**src/rtl/io_debounce_pkg.sv**
```systemverilog
// Shared types and helpers for the io_debounce block.
package io_pkg;

  typedef enum logic {
    STABLE,
    PEND
  } ch_state_e;

  // Width needed to hold 0..n-1, never less than one bit.
  function automatic int unsigned width_of(input int unsigned n);
    int unsigned w;
    w = $clog2(n);
    return (w == 0) ? 1 : w;
  endfunction

endpackage

```
**src/rtl/io_debounce_ch.sv**
```systemverilog
// One debounce channel: 2-flop synchronizer, tick-based stability FSM and
// optional long-press hold counter (IO_DEBOUNCE_LPRESS_EN).
module io_debounce_ch
  import io_pkg::*;
#(
  parameter bit          DS = 1'b0,
  parameter int unsigned DB = 10,
  parameter int unsigned LP = 500
) (
  input  logic clk,
  input  logic rst,
  input  logic tick,
  input  logic in,
  output logic state,
  output logic rise,
  output logic fall,
  output logic lpress
);

  localparam int unsigned CW = width_of(DB + 1);

  logic [1:0]    sync_q;
  logic          sync;
  ch_state_e     st_q, st_d;
  logic [CW-1:0] cnt_q, cnt_d;
  logic          state_q, state_d;
  logic          rise_q, rise_d;
  logic          fall_q, fall_d;

  assign sync = sync_q[1];

  always_ff @(posedge clk or posedge rst) begin
    if (rst) begin
      sync_q  <= {2{DS}};
      st_q    <= STABLE;
      cnt_q   <= '0;
      state_q <= DS;
      rise_q  <= 1'b0;
      fall_q  <= 1'b0;
    end else begin
      sync_q  <= {sync_q[0], in};
      st_q    <= st_d;
      cnt_q   <= cnt_d;
      state_q <= state_d;
      rise_q  <= rise_d;
      fall_q  <= fall_d;
    end
  end

  // Any cycle where sync agrees with state aborts a pending change.
  always_comb begin
    st_d    = st_q;
    cnt_d   = cnt_q;
    state_d = state_q;
    rise_d  = 1'b0;
    fall_d  = 1'b0;
    if (sync == state_q) begin
      st_d  = STABLE;
      cnt_d = '0;
    end else begin
      st_d = PEND;
      if (tick) begin
        if (cnt_q == CW'(DB - 1)) begin
          st_d    = STABLE;
          cnt_d   = '0;
          state_d = sync;
          rise_d  = sync;
          fall_d  = ~sync;
        end else begin
          cnt_d = cnt_q + 1'b1;
        end
      end
    end
  end

  assign state = state_q;
  assign rise  = rise_q;
  assign fall  = fall_q;

`ifdef IO_DEBOUNCE_LPRESS_EN
  localparam int unsigned HW = width_of(LP + 1);

  logic [HW-1:0] hold_q, hold_d;
  logic          lpress_q, lpress_d;

  always_ff @(posedge clk or posedge rst) begin
    if (rst) begin
      hold_q   <= '0;
      lpress_q <= 1'b0;
    end else begin
      hold_q   <= hold_d;
      lpress_q <= lpress_d;
    end
  end

  // Saturates at LP so the pulse fires once per hold.
  always_comb begin
    hold_d   = hold_q;
    lpress_d = 1'b0;
    if (state_q == DS) begin
      hold_d = '0;
    end else if (tick && (hold_q != HW'(LP))) begin
      hold_d   = hold_q + 1'b1;
      lpress_d = (hold_q == HW'(LP - 1));
    end
  end

  assign lpress = lpress_q;
`else
  assign lpress = 1'b0;
`endif

endmodule

```
**src/rtl/io_debounce.sv**
```systemverilog
// Multi-channel button/switch debouncer with a shared tick prescaler.
// Long-press detection is built only when IO_DEBOUNCE_LPRESS_EN is defined.
module io_debounce
  import io_pkg::*;
#(
  parameter int unsigned SW   = 1,
  parameter bit          DS   = 1'b0,
  parameter int unsigned TICK = 1000,
  parameter int unsigned DB   = 10,
  parameter int unsigned LP   = 500
) (
  input  logic          clk,
  input  logic          rst,
  input  logic [SW-1:0] in,
  output logic [SW-1:0] state,
  output logic [SW-1:0] rise,
  output logic [SW-1:0] fall,
  output logic [SW-1:0] lpress
);

  localparam int unsigned PW = width_of(TICK);

  logic [PW-1:0] pre_q, pre_d;
  logic          tick;

  assign tick  = (pre_q == PW'(TICK - 1));
  assign pre_d = tick ? '0 : pre_q + 1'b1;

  always_ff @(posedge clk or posedge rst) begin
    if (rst) begin
      pre_q <= '0;
    end else begin
      pre_q <= pre_d;
    end
  end

  for (genvar i = 0; i < SW; i++) begin : g_ch
    io_debounce_ch #(
      .DS(DS),
      .DB(DB),
      .LP(LP)
    ) u_ch (
      .clk   (clk),
      .rst   (rst),
      .tick  (tick),
      .in    (in[i]),
      .state (state[i]),
      .rise  (rise[i]),
      .fall  (fall[i]),
      .lpress(lpress[i])
    );
  end

endmodule
```
**config.mk**
```make
export PLATFORM = sky130hd
export DESIGN_NAME = io_debounce
export DESIGN_NICKNAME = d
export VERILOG_FILES = /design/src/rtl/io_debounce_pkg.sv /design/src/rtl/io_debounce_ch.sv /design/src/rtl/io_debounce.sv
export SDC_FILE = /design/constraint.sdc
export NUM_CORES = 1
export LEC_CHECK = 0
export BUFFER_PORTS_ARGS = -buffer_cell sky130_fd_sc_hd__buf_2
export CAP_MARGIN = 40
export CELL_PAD_IN_SITES_DETAIL_PLACEMENT = 1
export CELL_PAD_IN_SITES_GLOBAL_PLACEMENT = 1
export CORE_ASPECT_RATIO = 1.25
export CORE_MARGIN = 4
export CORE_UTILIZATION = 45
export DETAILED_ROUTE_END_ITERATION = 7
export HOLD_SLACK_MARGIN = 0.02
export PLACE_DENSITY_LB_ADDON = 0.2
export SLEW_MARGIN = 20
export SYNTH_ARGS = -nofsm -noshare
export SYNTH_HDL_FRONTEND = slang
export SYNTH_SLANG_ARGS = --single-unit
```
**constraint.sdc**
```tcl
create_clock -name clk -period 2.12 [get_ports clk]
set_clock_uncertainty 0.2 [all_clocks]
set_input_delay 0.424 -clock clk [delete_from_list [all_inputs] [get_ports clk]]
set_output_delay 0.424 -clock clk [all_outputs]
set_load 0.02 [all_outputs]
```
== Word-level counts from Yosys, hierarchy flattened ==
Index checks and enable logic that the tools add are counted.

* Add/subtract/negate cells: 2
* Equal/unequal tests: 3
* Mux-type cells: 10
* Bitwise operators: 2
* Reduce and logical (&&, ||, !) cells: 2

{| class="wikitable"
|+ Operators by type and width
! kind !! count
|-
| $mux W4 || 3
|-
| $add A10 B1 Y10 const B || 1
|-
| $eq A10 B10 Y1 const B || 1
|-
| $mux W10 || 1
|-
| $mux W1 || 6
|-
| $add A4 B1 Y4 const B || 1
|-
| $eq A4 B4 Y1 const B || 1
|-
| $reduce_and A3 Y1 || 1
|-
| $not A1 Y1 || 2
|-
| $reduce_bool A2 Y1 || 1
|-
| $eq A1 B1 Y1 || 1
|}

* Bits in registers: 19
* Output and inout port bits: 4
* Logic and storage cells: 25

== Longest topological paths before layout ==
* Word-level depth: 4
* Depth in mapped cells: 6
* Mapped depth without buffers: 6

== Modules after synthesis ==
From an unflattened synthesis, not the netlist that was laid out.

* Cells, all modules: 79
* Area total of the unflattened synthesis: 877.1 µm²

{| class="wikitable"
|+ By module, submodules not included
! module !! instances !! cells an instance !! area an instance (µm²)
|-
| io_debounce || 1 || 47 || 495.5
|-
| io_debounce_ch || 1 || 32 || 381.6
|}

== Least setup slack after synthesis ==
OpenSTA, ideal clock, no wires.

* Path type: reg2reg
* Start point: register pre_q[0]
* End point: register g_ch[0].u_ch.state_q
* Arrival: 1.486 ns
* Data required time: 1.795 ns
* Slack: 0.309 ns
* Cell stages (with the launch flop): 7
* Buffers on the path: 1
* Cells stage by stage: dfrtp_1 ha_1 and4bb_4 and4_1 buf_6 nand2_4 mux2_4

* Longest elaborated chain between the ends: 2

{| class="wikitable"
|+ Ends and longest elaborated chain
! what !! line !! text
|-
| from (decl) || io_debounce.sv:23 || <nowiki>logic [PW-1:0] pre_q, pre_d;</nowiki>
|-
| from (signal assigned) || io_debounce.sv:33 || <nowiki>pre_q <= pre_d;</nowiki>
|-
| $eq A10 B10 Y1 || io_debounce.sv:26 || <nowiki>assign tick = (pre_q == PW'(TICK - 1));</nowiki>
|-
| $reduce_and A3 Y1 (no line) || -- ||
|-
| to (signal assigned) || io_debounce_ch.sv:44 || <nowiki>state_q <= state_d;</nowiki>
|-
| to (decl) || io_debounce_ch.sv:26 || <nowiki>logic state_q, state_d;</nowiki>
|}

No other way between the ends.
A chain may end at the register's enable or synchronous reset.

== Worst setup path after layout ==
* Start point: register pre_q[0]
* End point: register g_ch[0].u_ch.cnt_q[3]

* Longest elaborated chain between the ends: 2

{| class="wikitable"
|+ Ends and longest elaborated chain
! what !! line !! text
|-
| $eq A10 B10 Y1 || io_debounce.sv:26 ||
|-
| $reduce_bool A2 Y1 (no line) || -- ||
|-
| to (signal assigned) || io_debounce_ch.sv:43 || <nowiki>cnt_q <= cnt_d;</nowiki>
|-
| to (decl) || io_debounce_ch.sv:25 || <nowiki>logic [CW-1:0] cnt_q, cnt_d;</nowiki>
|}

No other way between the ends.

==> run_results.csv <==
group,metric,value,unit
setup_path,r2r_start,"pre_q[0]",
sta,setup_tns,0,ns
yosys,yosysTopAreaCell,"dfrtp_1",
cells_and_area,antenna-diode-count,0,
yosys,synth_top_area_frac,0.516,
setup_path,critPathKind,"flip-flop to flip-flop",
cts,cts_buffers,3,
die,die_x,48.5,um
die,rows,18,
place,gp_congestion,0.747,
pwr,ir_drop,0.000454,V
drt,antenna_left,0,
yosys,synth-async-reset-ratio,1.00,
cts,clk_path_buf_depth,2,
hold_path,min_from,"g_ch[0].u_ch.sync_q[0]",
cells_and_area,drive_gt1_frac,0.155,
sta,finalSetupViolCount,0,
die,die_area,2840,sq um
place,dpl.hpwl,1.28,mm
yosys,yosysMostFrequentCell,"dfrtp_1",
yosys,synth_seq_cells,19,
die,start_util,0.471,
yosys,syn_nets,94,
cts,cts_tree,"built",
setup_path,cp.required,2.11,ns
drt,route.detailed.drc,0,
drt,drt_pass1_iterations,4,
pwr,leakage,0.000497,uW
drt,vias,651,
yosys,syn_avg_cell_area,10.5,sq um
hold_path,min_path_cells,0,
cts,post_cts_buffers,0,
cells_and_area,stdcell_count,117,
pwr,p_total,567,uW
setup_path,end_kind,"flip-flop",
yosys,yosysUniqueCellTypes,31,
job,max_cap_viol_count,0,
yosys,syn_inst,88,
drt,wl,1.74,mm
yosys,synth_edf_count,0,
drt,viasPerCell,5.56,
place,place_inst,111,
outcome,outcome,"finished clean",
drt,top_layer_used,"met4",
die,die_h,58.6,um
drt,drtIter0Drc,15,
global_route,grt_pass1_vias,710,
cells_and_area,syn_to_final_growth,8.82,%
hold_path,hp-class,"flip-flop to flip-flop",
cells_and_area,fillers,222,
sta,slew_violations,0,
global_route,grt_pass1_wl,3.10,mm
cts,clkLatencyLatePin,0.29,ns
place,port-buffer-count,5,
sta,hold_viol,0,
die,io_pins,7,
setup_path,worstRegToRegCells,5,
pwr,power.density,565,nW/um^2
cts,cts.sinks,19,
drt,routedWlPerCell,14.8,um
sta,rsz0062_at_grt,"no",
sta,post-route-min-period,2.00,ns
drt,met3_length,25,um
global_route,antenna_found_initial,0,
yosys,syn-cell-area,922,sq um
setup_path,critical_path.max_fanout,8,
setup_path,critPathLaunchType,"flip-flop",
yosys,ys_seq_area_frac,0.516,
global_route,grt_max_degree,20,
drt,wl_met1,739,um
sta,max_freq,0.500,GHz
cells_and_area,seq_area,475,sq um
yosys,synth_common_cells,"dfrtp_1, nor2_1, a21oi_1, nand2_1, nand3_1",
cts,cts_max_level,1,
sta,period_share,0.943,
cts,clockRootBuffer,"clkbuf_4",
yosys,yosys_warnings,0,
global_route,grt_usage,0.139,
cells_and_area,final_nets,104,
cells_and_area,multi_input_area,404,sq um
drt,met2_length,959,um
cts,cts.clk_slew.worst_paths,0.11,ns
setup_path,worstPathArrival,1.99,ns
die,core-area,1960,sq um
yosys,synthTopCellsByArea,"dfrtp_1, ha_1, xor2_1",
global_route,grt.overflow.total,0,
cts,cts_resized,0,
setup_path,crit_start,"pre_q[0]",
yosys,synth_top_flop_cell,"dfrtp_1",
repair_timing:
action                     4_1_cts  5_1_grt
hold buffers                     2        0
hold endpoints to repair        20        0
setup endpoints to repair        0        0
layout make-up:
| type | instances | share of cell area |
|---|---|---|
| clock buffers | 3 | 0.0224 |
| repair buffers | 8 | 0.0524 |
| inverters | 5 | 0.0187 |
| well taps | 20 | 0.0249 |
| flip-flops and latches | 19 | 0.474 |
| multi-input cells | 61 | 0.403 |
| clock inverters | 1 | 0.00499 |
critical path: stages, from the launching register on:
cell and delay, ns:
dfrtp_1 0.40, ha_1 0.22, and4bb_4 0.27, and4_1 0.42
o21ai_1 0.12, a32o_1 0.28
flip-flops by register name, indices dropped and copies added, names as in the netlist:
register and flops:
g_ch.u_ch.cnt_q 4, g_ch.u_ch.fall 1, g_ch.u_ch.rise 1, g_ch.u_ch.state 1, g_ch.u_ch.sync_q 2, pre_q 10
through the flow:
stage / hold WS, ns / area (sq um) / utilization / worst slack, ns
detailed placement: 0.143 / 956 / 0.488 / 0.133
CTS: 0.179 / 1000 / 0.512 / 0.117
global placement: 0.144 / 956 / 0.488 / 0.179
finish: 0.174 / 1000 / 0.512 / 0.120
global route: 0.195 / 1000 / 0.512 / 0.0191
floorplan: 0.131 / 922 / - / 0.309
cells in the final DEF (no fill, tap or decap), types with 4 or more instances in the layout:
cell	Yosys	layout
xor2_1	4	4
nand2_1	6	6
buf_2	0	5
nor2_1	7	7
and3_1	4	4
a21oi_1	6	6
dfrtp_1	19	19
nand3_1	6	6
inv_1	5	5
routing by layer:
layer / vias to the layer above / track usage
li1: 323 / -
met4: 0 / 0.0577
met5: - / 0
met3: 2 / 0.0228
met2: 6 / 0.248
met1: 320 / 0.166
logic make-up after synthesis:
| family | synth area share |
|---|---|
| xor gates and xnor gates | 0.0570 |
| adders and majority gates | 0.0407 |
| DFF | 0.516 |
| buffers and inverters | 0.0461 |
| AOI/OAI and AO/OA | 0.0991 |
| other | 0.00407 |
| muxes | 0.0163 |
| and+or+nand+nor | 0.221 |
final timing paths:
path | end | slack (ns)
max reg2reg | g_ch[0].u_ch.cnt_q[3] | 0.12
min in group asynchronous | pre_q[6] | 0.48
min reg2reg | g_ch[0].u_ch.sync_q[1] | 0.17
max | g_ch[0].u_ch.cnt_q[3] | 0.12
max in group asynchronous | pre_q[0] | 1.04
min | g_ch[0].u_ch.sync_q[1] | 0.17
power by group:
part	leakage, uW	switching, uW	internal, uW	total [uW]
logic	0.000233	11.8	6.54	18.3
registers	0.000246	1.72	364	366
clock network	0.0000177	112	70.1	183
Note: power is estimated with default switching activity, not from simulation.
